--- config.mk ---
export PLATFORM = sky130hd
export DESIGN_NAME = inert_intf
export DESIGN_NICKNAME = d
export VERILOG_FILES = /design/src/rtl/inert_intf.sv
export SDC_FILE = /design/constraint.sdc
export NUM_CORES = 1
export LEC_CHECK = 0
export ABC_AREA = 1
export CORE_MARGIN = 2
export CORE_UTILIZATION = 40
export CTS_CLUSTER_DIAMETER = 60
export DETAILED_ROUTE_END_ITERATION = 16
export PLACE_DENSITY_LB_ADDON = 0.12
export SYNTH_ARGS = -nofsm -noshare
export SYNTH_HDL_FRONTEND = slang
export SYNTH_SLANG_ARGS = --single-unit
--- constraint.sdc ---
create_clock -name clk -period 1.7 [get_ports clk]
set_input_delay 0.34 -clock clk [delete_from_list [all_inputs] [get_ports clk]]
set_output_delay 0.34 -clock clk [all_outputs]
set_load 0.05 [all_outputs]
--- src/rtl/inert_intf.sv ---
// SPI front end for an inertial sensor: power-up delay, four config writes, then INT-driven read bursts.
// Define INERT_YAW_EN to add the yaw reads (6-read burst); otherwise yaw is constant zero.
module inert_intf #(
    parameter int INIT_CNT_W = 16
) (
    input  logic        clk,
    input  logic        rst_n,
    input  logic        INT,
    input  logic        done,
    input  logic [15:0] rd_data,
    output logic        wrt,
    output logic [15:0] cmd,
    input  logic        clr_vld,
    output logic        vld,
    output logic [15:0] ptch,
    output logic [15:0] roll,
    output logic [15:0] yaw
);
`ifdef INERT_YAW_EN
    localparam int NREADS = 6;
`else
    localparam int NREADS = 4;
`endif
    localparam logic [2:0] LAST_INIT = 3'd3;
    localparam logic [2:0] LAST_READ = 3'(NREADS - 1);

    typedef enum logic [2:0] {PWR_WAIT, INIT, WAIT_INT, READ, UPDATE} state_t;

    state_t                state_q, state_d;
    logic [INIT_CNT_W-1:0] cnt_q, cnt_d;
    logic [2:0]            idx_q, idx_d;
    logic                  pend_q, pend_d;
    logic                  wrt_q, wrt_d;
    logic [15:0]           cmd_q, cmd_d;
    logic                  vld_q, vld_d;
    logic [15:0]           ptch_q, ptch_d;
    logic [15:0]           roll_q, roll_d;
    logic [8*NREADS-1:0]   hold_q, hold_d;
    logic                  int_meta_q, int_sync_q;
    logic                  unused_rd_hi;

    // Only the low byte of each read carries data.
    assign unused_rd_hi = ^rd_data[15:8];

    function automatic logic [15:0] init_cmd(input logic [2:0] idx);
        case (idx)
            3'd0:    return 16'h0D02;
            3'd1:    return 16'h1062;
            3'd2:    return 16'h1162;
            default: return 16'h1460;
        endcase
    endfunction

    always_ff @(posedge clk or negedge rst_n) begin
        if (!rst_n) begin
            int_meta_q <= 1'b0;
            int_sync_q <= 1'b0;
        end else begin
            int_meta_q <= INT;
            int_sync_q <= int_meta_q;
        end
    end

`ifdef INERT_YAW_EN
    logic [15:0] yaw_q, yaw_d;

    always_ff @(posedge clk or negedge rst_n) begin
        if (!rst_n) yaw_q <= '0;
        else        yaw_q <= yaw_d;
    end

    assign yaw = yaw_q;
`else
    assign yaw = '0;
`endif

    always_ff @(posedge clk or negedge rst_n) begin
        if (!rst_n) begin
            state_q <= PWR_WAIT;
            cnt_q   <= '0;
            idx_q   <= '0;
            pend_q  <= 1'b0;
            wrt_q   <= 1'b0;
            cmd_q   <= '0;
            vld_q   <= 1'b0;
            ptch_q  <= '0;
            roll_q  <= '0;
            hold_q  <= '0;
        end else begin
            state_q <= state_d;
            cnt_q   <= cnt_d;
            idx_q   <= idx_d;
            pend_q  <= pend_d;
            wrt_q   <= wrt_d;
            cmd_q   <= cmd_d;
            vld_q   <= vld_d;
            ptch_q  <= ptch_d;
            roll_q  <= roll_d;
            hold_q  <= hold_d;
        end
    end

    always_comb begin
        state_d = state_q;
        cnt_d   = cnt_q;
        idx_d   = idx_q;
        pend_d  = pend_q;
        wrt_d   = 1'b0;
        cmd_d   = cmd_q;
        vld_d   = vld_q;
        ptch_d  = ptch_q;
        roll_d  = roll_q;
        hold_d  = hold_q;
`ifdef INERT_YAW_EN
        yaw_d   = yaw_q;
`endif
        if (clr_vld) vld_d = 1'b0;

        case (state_q)
            PWR_WAIT: begin
                cnt_d = cnt_q + INIT_CNT_W'(1);
                if (&cnt_q) begin
                    state_d = INIT;
                    idx_d   = '0;
                end
            end
            INIT: begin
                // pend_q marks a transaction in flight; a new wrt waits until its done.
                if (!pend_q) begin
                    wrt_d  = 1'b1;
                    cmd_d  = init_cmd(idx_q);
                    pend_d = 1'b1;
                end else if (done) begin
                    pend_d = 1'b0;
                    idx_d  = idx_q + 3'd1;
                    if (idx_q == LAST_INIT) state_d = WAIT_INT;
                end
            end
            WAIT_INT: begin
                if (int_sync_q) begin
                    state_d = READ;
                    idx_d   = '0;
                end
            end
            READ: begin
                if (!pend_q) begin
                    wrt_d  = 1'b1;
                    cmd_d  = {8'hA2 + {5'd0, idx_q}, 8'h00};
                    pend_d = 1'b1;
                end else if (done) begin
                    pend_d = 1'b0;
                    idx_d  = idx_q + 3'd1;
                    for (int i = 0; i < NREADS; i++) begin
                        if (idx_q == 3'(i)) hold_d[8*i +: 8] = rd_data[7:0];
                    end
                    if (idx_q == LAST_READ) state_d = UPDATE;
                end
            end
            UPDATE: begin
                ptch_d  = hold_q[15:0];
                roll_d  = hold_q[31:16];
`ifdef INERT_YAW_EN
                yaw_d   = hold_q[47:32];
`endif
                vld_d   = 1'b1;
                state_d = WAIT_INT;
            end
            default: state_d = PWR_WAIT;
        endcase
    end

    assign wrt  = wrt_q;
    assign cmd  = cmd_q;
    assign vld  = vld_q;
    assign ptch = ptch_q;
    assign roll = roll_q;

endmodule

; Yosys cells after proc, flatten, opt, wreduce, memory -nomap -nowiden
; Cells that the tools add are included.
[op_classes]
addsub = 3
eq_ne = 19
n_mux = 24
n_reduce_logical = 14
[ops]
columns = cell, n
row1 = case mux 13 bit (3 select lines), 1
row2 = two-way mux 3 bit, 12
row3 = two-way mux 16 bit, 2
row4 = case mux 16 bit (2 select lines), 1
row5 = "inequality test 2 bit, second input constant", 10
row6 = "adder 16 x 1 -> 16 bit, second input constant", 1
row7 = AND reduction 16 bit, 1
row8 = AND reduction 4 bit, 4
row9 = case mux 3 bit (5 select lines), 1
row10 = "== test 3 x 2 -> 1 bit, second input constant", 4
row11 = case mux 3 bit (3 select lines), 1
row12 = "adder 8 x 3 -> 8 bit, first input constant", 1
row13 = AND reduction 8 bit, 1
row14 = "== test 3 x 1 -> 1 bit, second input constant", 2
row15 = zero test 3 bit, 2
row16 = two-way mux 1 bit, 6
row17 = AND reduction 5 bit, 1
row18 = "inequality test 2 x 1 -> 1 bit, second input constant", 2
row19 = nonzero test 2 bit, 2
row20 = "adder 3 x 1 -> 3 bit, second input constant", 1
row21 = "== test 3 bit, second input constant", 1
row22 = AND reduction 3 bit, 1
row23 = nonzero test 3 bit, 1
row24 = OR reduction 2 bit, 1
[totals]
register_bits = 107
input_bits = 21
out_inout_bits = 66
elab_cells = 75

; Depth between registers and ports, before layout
[depth]
depth_word = 5
ltp_mapped = 9
ltp_nobuf = 8

; Worst setup path after synthesis
; No wires, ideal clock.
[synth_timing]
kind = register -> register
startpoint = register state_q[1]
endpoint = register cnt_q[14]
t_arrival_ns = 1.240
required_ns = 1.583
path_slack_ns = 0.343
path_stages_with_launch = 10
n_path_buf = 1
cell_sequence = dfrtp_1 -> buf_6 -> nor2_2 -> nand2_2 -> nor2_4 -> nand2_2 -> nor2_2 -> nand2_1 -> nand2_1 -> nand2_1
[synth_between]
elab_chain_cells = 1
[synth_lines]
columns = element, line
row1 = from (decl), 29  ; state_t state_q, state_d;
row2 = from (signal assigned), 90  ; state_q <= state_d;
row3 = zero test 3 bit, 119  ; case (state_q)
row4 = to (signal assigned), 91  ; cnt_q <= cnt_d;
row5 = to (decl), 30  ; logic [INIT_CNT_W-1:0] cnt_q, cnt_d;
; No other way between the ends.
; A chain may end at the register's enable or synchronous reset.

; Final worst setup path
[layout_timing]
startpoint = register idx_q[0]
endpoint = register hold_q[4]
[layout_between]
elab_chain_cells = 2
[layout_lines]
columns = element, line
row1 = from (decl), 31  ; logic [2:0] idx_q, idx_d;
row2 = from (signal assigned), 92  ; idx_q <= idx_d;
row3 = zero test 3 bit, 154  ; if (idx_q == 3'(i)) hold_d[8*i +: 8] = rd_data[7:0];
row4 = AND reduction 4 bit (no line), -
row5 = to (signal assigned), 99  ; hold_q <= hold_d;
row6 = to (decl), 38  ; logic [8*NREADS-1:0] hold_q, hold_d;
; No other way between the ends.

==> impl_results.md <==
- Status: complete, no violations
- Core Region: between 10000 and 15000 um2
- Sequential Power Share: 43.8%
- Internal: ~0.0046 W
- Reg2reg setup slack: between 0.15 and 0.2 ns
- CP max-delay cell: dfrtp_1
- Post-layout nets: slightly above 500
- Clock power share: between 20% and 30%
- GR Layer Usage met2: between 20% and 30%
- GRT Overall Usage: roughly 15%
- TritonCTS sink count: 98
- VDD IR max: just over 800 uV
- # setup viols final: 0
- Net Sw Power: roughly 0.0029 W
- Remaining antenna violation count after routing: 0
- CP Max Fanout: 16
- Net Sw Frac: between 30% and 40%
- Syn Area/Cell: 10.4 um2
- CTS max path bufs: 2
- RSZ-0062 raised after global routing: false
- Met1 Track Usage GR: between 20 and 25%
- Syn Std Cell Area: about 4400 um2
- Static Leakage: between 2 and 3 nW
- Cell Chain, Critical Path: inv_1, ha_1, inv_1, nor2_1, nand2_4, nand2_1, o21ai_1
- DIE WIDTH: between 100 and 150 um
- Die area: around 12000 um2
- Synth-to-Final Area Change: 17.9%
- Final wirelength: roughly 8000 um
- Mapped Cells: between 400 and 500
- DR pass1 iterations: 4
- Iter 0 DRT Violations: roughly 110
- Clk_lat worst skew: roughly 0.36 ns
- Critical Path End Type: flop
- Critical path launch point type: flop
- DRC: 0
- Ys Warns: 0
- Cell variety after synth: 29
- Max_cap viols: 0
- Non-filler cells, final: 629
- Post-CTS Setup Bufs: 0
- Number of global-route vias before repair: 2827
- Crit path required time: 1.95 ns
- IO Pins: just under 90
- Aggregate global routing overflow: 0
- Max Clock Freq: approximately 0.66 GHz
- Sequential fraction of the synthesis area: between 50% and 60%
- Setup TNS: 0 ns
- Input/output buffers: 56
- Clock Skew: ~0.0085 ns
- Die H: roughly 110 um
- Gate power share: 33.2%
- First-pass GRT wire length: 13600 um
- Yosys reg bits: 98
- Worst-path clk slew: roughly 0.10 ns
- Crit path DAT: about 1.8 ns
- Starting Density: roughly 41%
- Final Cycle Share: about nine tenths
- Crit path time final: ~1.5 ns
- Share of layout cells above drive strength 1: between 20 and 25%
- Final hold viol count: 0
- Via Count: about 2900
- DR WL/cell: around 13 um
- CTS root buffer: clkbuf_8
- # diodes: 0
- CTS buffer count: 9
- Hold WC Path Type: reg -> reg
- Met3 usage: 4.82%
- Placed insts: between 600 and 700
- TritonCTS clock tree: built
- Vias/cell: roughly 4.6
- Slew Viols, Final: 0
- Gp weighted congestion: around 0.77
- Pin count of the biggest net entering global routing: between 40 and 50
- Crit Path Category: reg -> reg
- DP HPWL: approximately 5700 um
- Crit path largest cell delay: ~0.47 ns
- Global-route layer with the greatest usage: met2
- Rows: 38
- Pwr Density: around 1400 nW/um2
- Initial antenna violation count: 0
- Crit-path most repeated cell: inv_1
- CTS H-tree depth: 3
metal layers:
layer | vias up | share of wire, %
li1 | 1439 | -
met1 | 1385 | 48
met2 | 60 | 46
met3 | 8 | 5.1
met4 | 0 | 0.85
met5 | - | 0
layout make-up:
cell class              instances  area, um2
clock buffers                  10        138
clock inverters                 5       85.1
fillers                      1039       5600
inverters                      33        124
multi-input cells             277       1610
flip-flops and latches         98       2450
well taps                     140        175
repair buffers                 66        563
sequential cells by signal, indices dropped and copies added (netlist names):
name        flops
cmd             7
state_q         3
int_meta_q      1
ptch           16
cnt_q          16
idx_q           3
hold_q         32
vld             1
wrt             1
roll           16
pend_q          1
int_sync_q      1
logic make-up after synthesis:
| family | after synthesis | share of synthesized area [%] |
|---|---|---|
| and+or+nand+nor | 150 | 15.6 |
| DFF | 98 | 56.2 |
| buffers and inverters | 67 | 8.87 |
| AOI/OAI and AO/OA | 56 | 6.97 |
| muxes | 32 | 8.26 |
| xor gates and xnor gates | 10 | 2.01 |
| adders and majority gates | 7 | 2.01 |
| other | 1 | 0.0860 |
final timing paths:
| check | start | to | depth (start not counted) |
|---|---|---|---|
| setup / recovery | idx_q[0]$_DFFE_PN0P_ | hold_q[4]$_DFFE_PN0P_ | 7 |
| hold / removal | int_meta_q$_DFF_PN0_ | int_sync_q$_DFF_PN0_ | 0 |
| setup reg to reg | idx_q[0]$_DFFE_PN0P_ | hold_q[4]$_DFFE_PN0P_ | 7 |
| hold reg to reg | int_meta_q$_DFF_PN0_ | int_sync_q$_DFF_PN0_ | 0 |
| max in group asynchronous | rst_n | ptch[11]$_DFFE_PN0P_ | 3 |
| min in group asynchronous | rst_n | cnt_q[14]$_DFFE_PN0P_ | 2 |
power groups by stage:
stage / logic [W] / registers (W) / clock network, W
detailed placement: 0.00246 / 0.00330 / 0
finish: 0.00246 / 0.00325 / 0.00170
global route: 0.00275 / 0.00334 / 0.00183
floorplan: 0.00152 / 0.00361 / 0
global placement: 0.00244 / 0.00329 / 0
CTS: 0.00247 / 0.00325 / 0.00174
worst max-delay path: cells and delay by family, from the launching register on:
| kind | cells | cell delay [ns] |
|---|---|---|
| AOI/OAI and AO/OA | 1 | 0.06 |
| and+or+nand+nor | 3 | 0.55 |
| DFF | 1 | 0.47 |
| buffers and inverters | 2 | 0.19 |
| adders and majority gates | 1 | 0.15 |
synthesized netlist by cell type, drive strengths merged:
| cell type | instances | area [um2] |
|---|---|---|
| ha | 7 | 87.6 |
| a21oi | 1 | 5.00 |
| o21a | 2 | 15.0 |
| nor3 | 2 | 10.0 |
| xor2 | 6 | 52.6 |
| xnor2 | 4 | 35.0 |
| inv | 33 | 124 |
| nand3b | 2 | 15.0 |
| mux2 | 32 | 360 |
| clkbuf | 1 | 3.75 |
| o211ai | 3 | 22.5 |
| o21ai | 50 | 262 |
| nand3 | 11 | 80.1 |
| nand4 | 1 | 6.26 |
| conb | 1 | 3.75 |
| nor2 | 34 | 174 |
| dfrtp | 98 | 2450 |
| buf | 33 | 259 |
| nand2 | 100 | 393 |
through the flow:
stage / setup slack [ns] / cell area, um2 / power [W] / hold slack [ns] / util, %
global placement: 0.00542 / 4900 / 0.00572 / 0.290 / 45.6
global route: 0.0181 / 5140 / 0.00792 / 0.375 / 47.9
detailed placement: 0.00141 / 4900 / 0.00576 / 0.293 / 45.6
finish: 0.177 / 5140 / 0.00741 / 0.356 / 47.9
floorplan: 0.343 / 4440 / 0.00513 / 0.0444 / -
CTS: 0.135 / 5140 / 0.00747 / 0.359 / 47.8
timing repair:
| action | in CTS | in global routing |
|---|---|---|
| hold endpoints to repair | 24 | 0 |
| hold buffers | 1 | 0 |
| resized for setup | 0 | 1 |
| setup endpoints to repair | 0 | 3 |
layout by cell type, fill, tap and decap left out:
cell,synthesis,layout
dfrtp_1,98,98
nand2_1,93,93
buf_4,25,51
o21ai_1,33,33
inv_1,32,32
mux2_2,32,32
nor2_1,27,27
conb_1,1,22
o21ai_0,16,16
clkdlybuf4s50_1,0,11
clkbuf_8,0,10
nand3_1,9,9
ha_1,7,7
nand2_2,7,6
xor2_1,6,6
xnor2_1,4,4
nor2_2,3,3
nor2_4,3,3
o211ai_1,3,3
buf_12,0,3
nand3b_1,2,2
nand3_4,2,2
nor3_1,2,2
o21a_1,2,2
bufinv_16,0,2
inv_6,0,2
inv_2,1,1
nor2_8,1,1
nand4_1,1,1
a21oi_1,1,1
nand2_4,0,1
o21ai_4,1,1
clkinvlp_4,0,1
dlygate4sd3_1,0,1
Power figures use the tool's default switching activity.
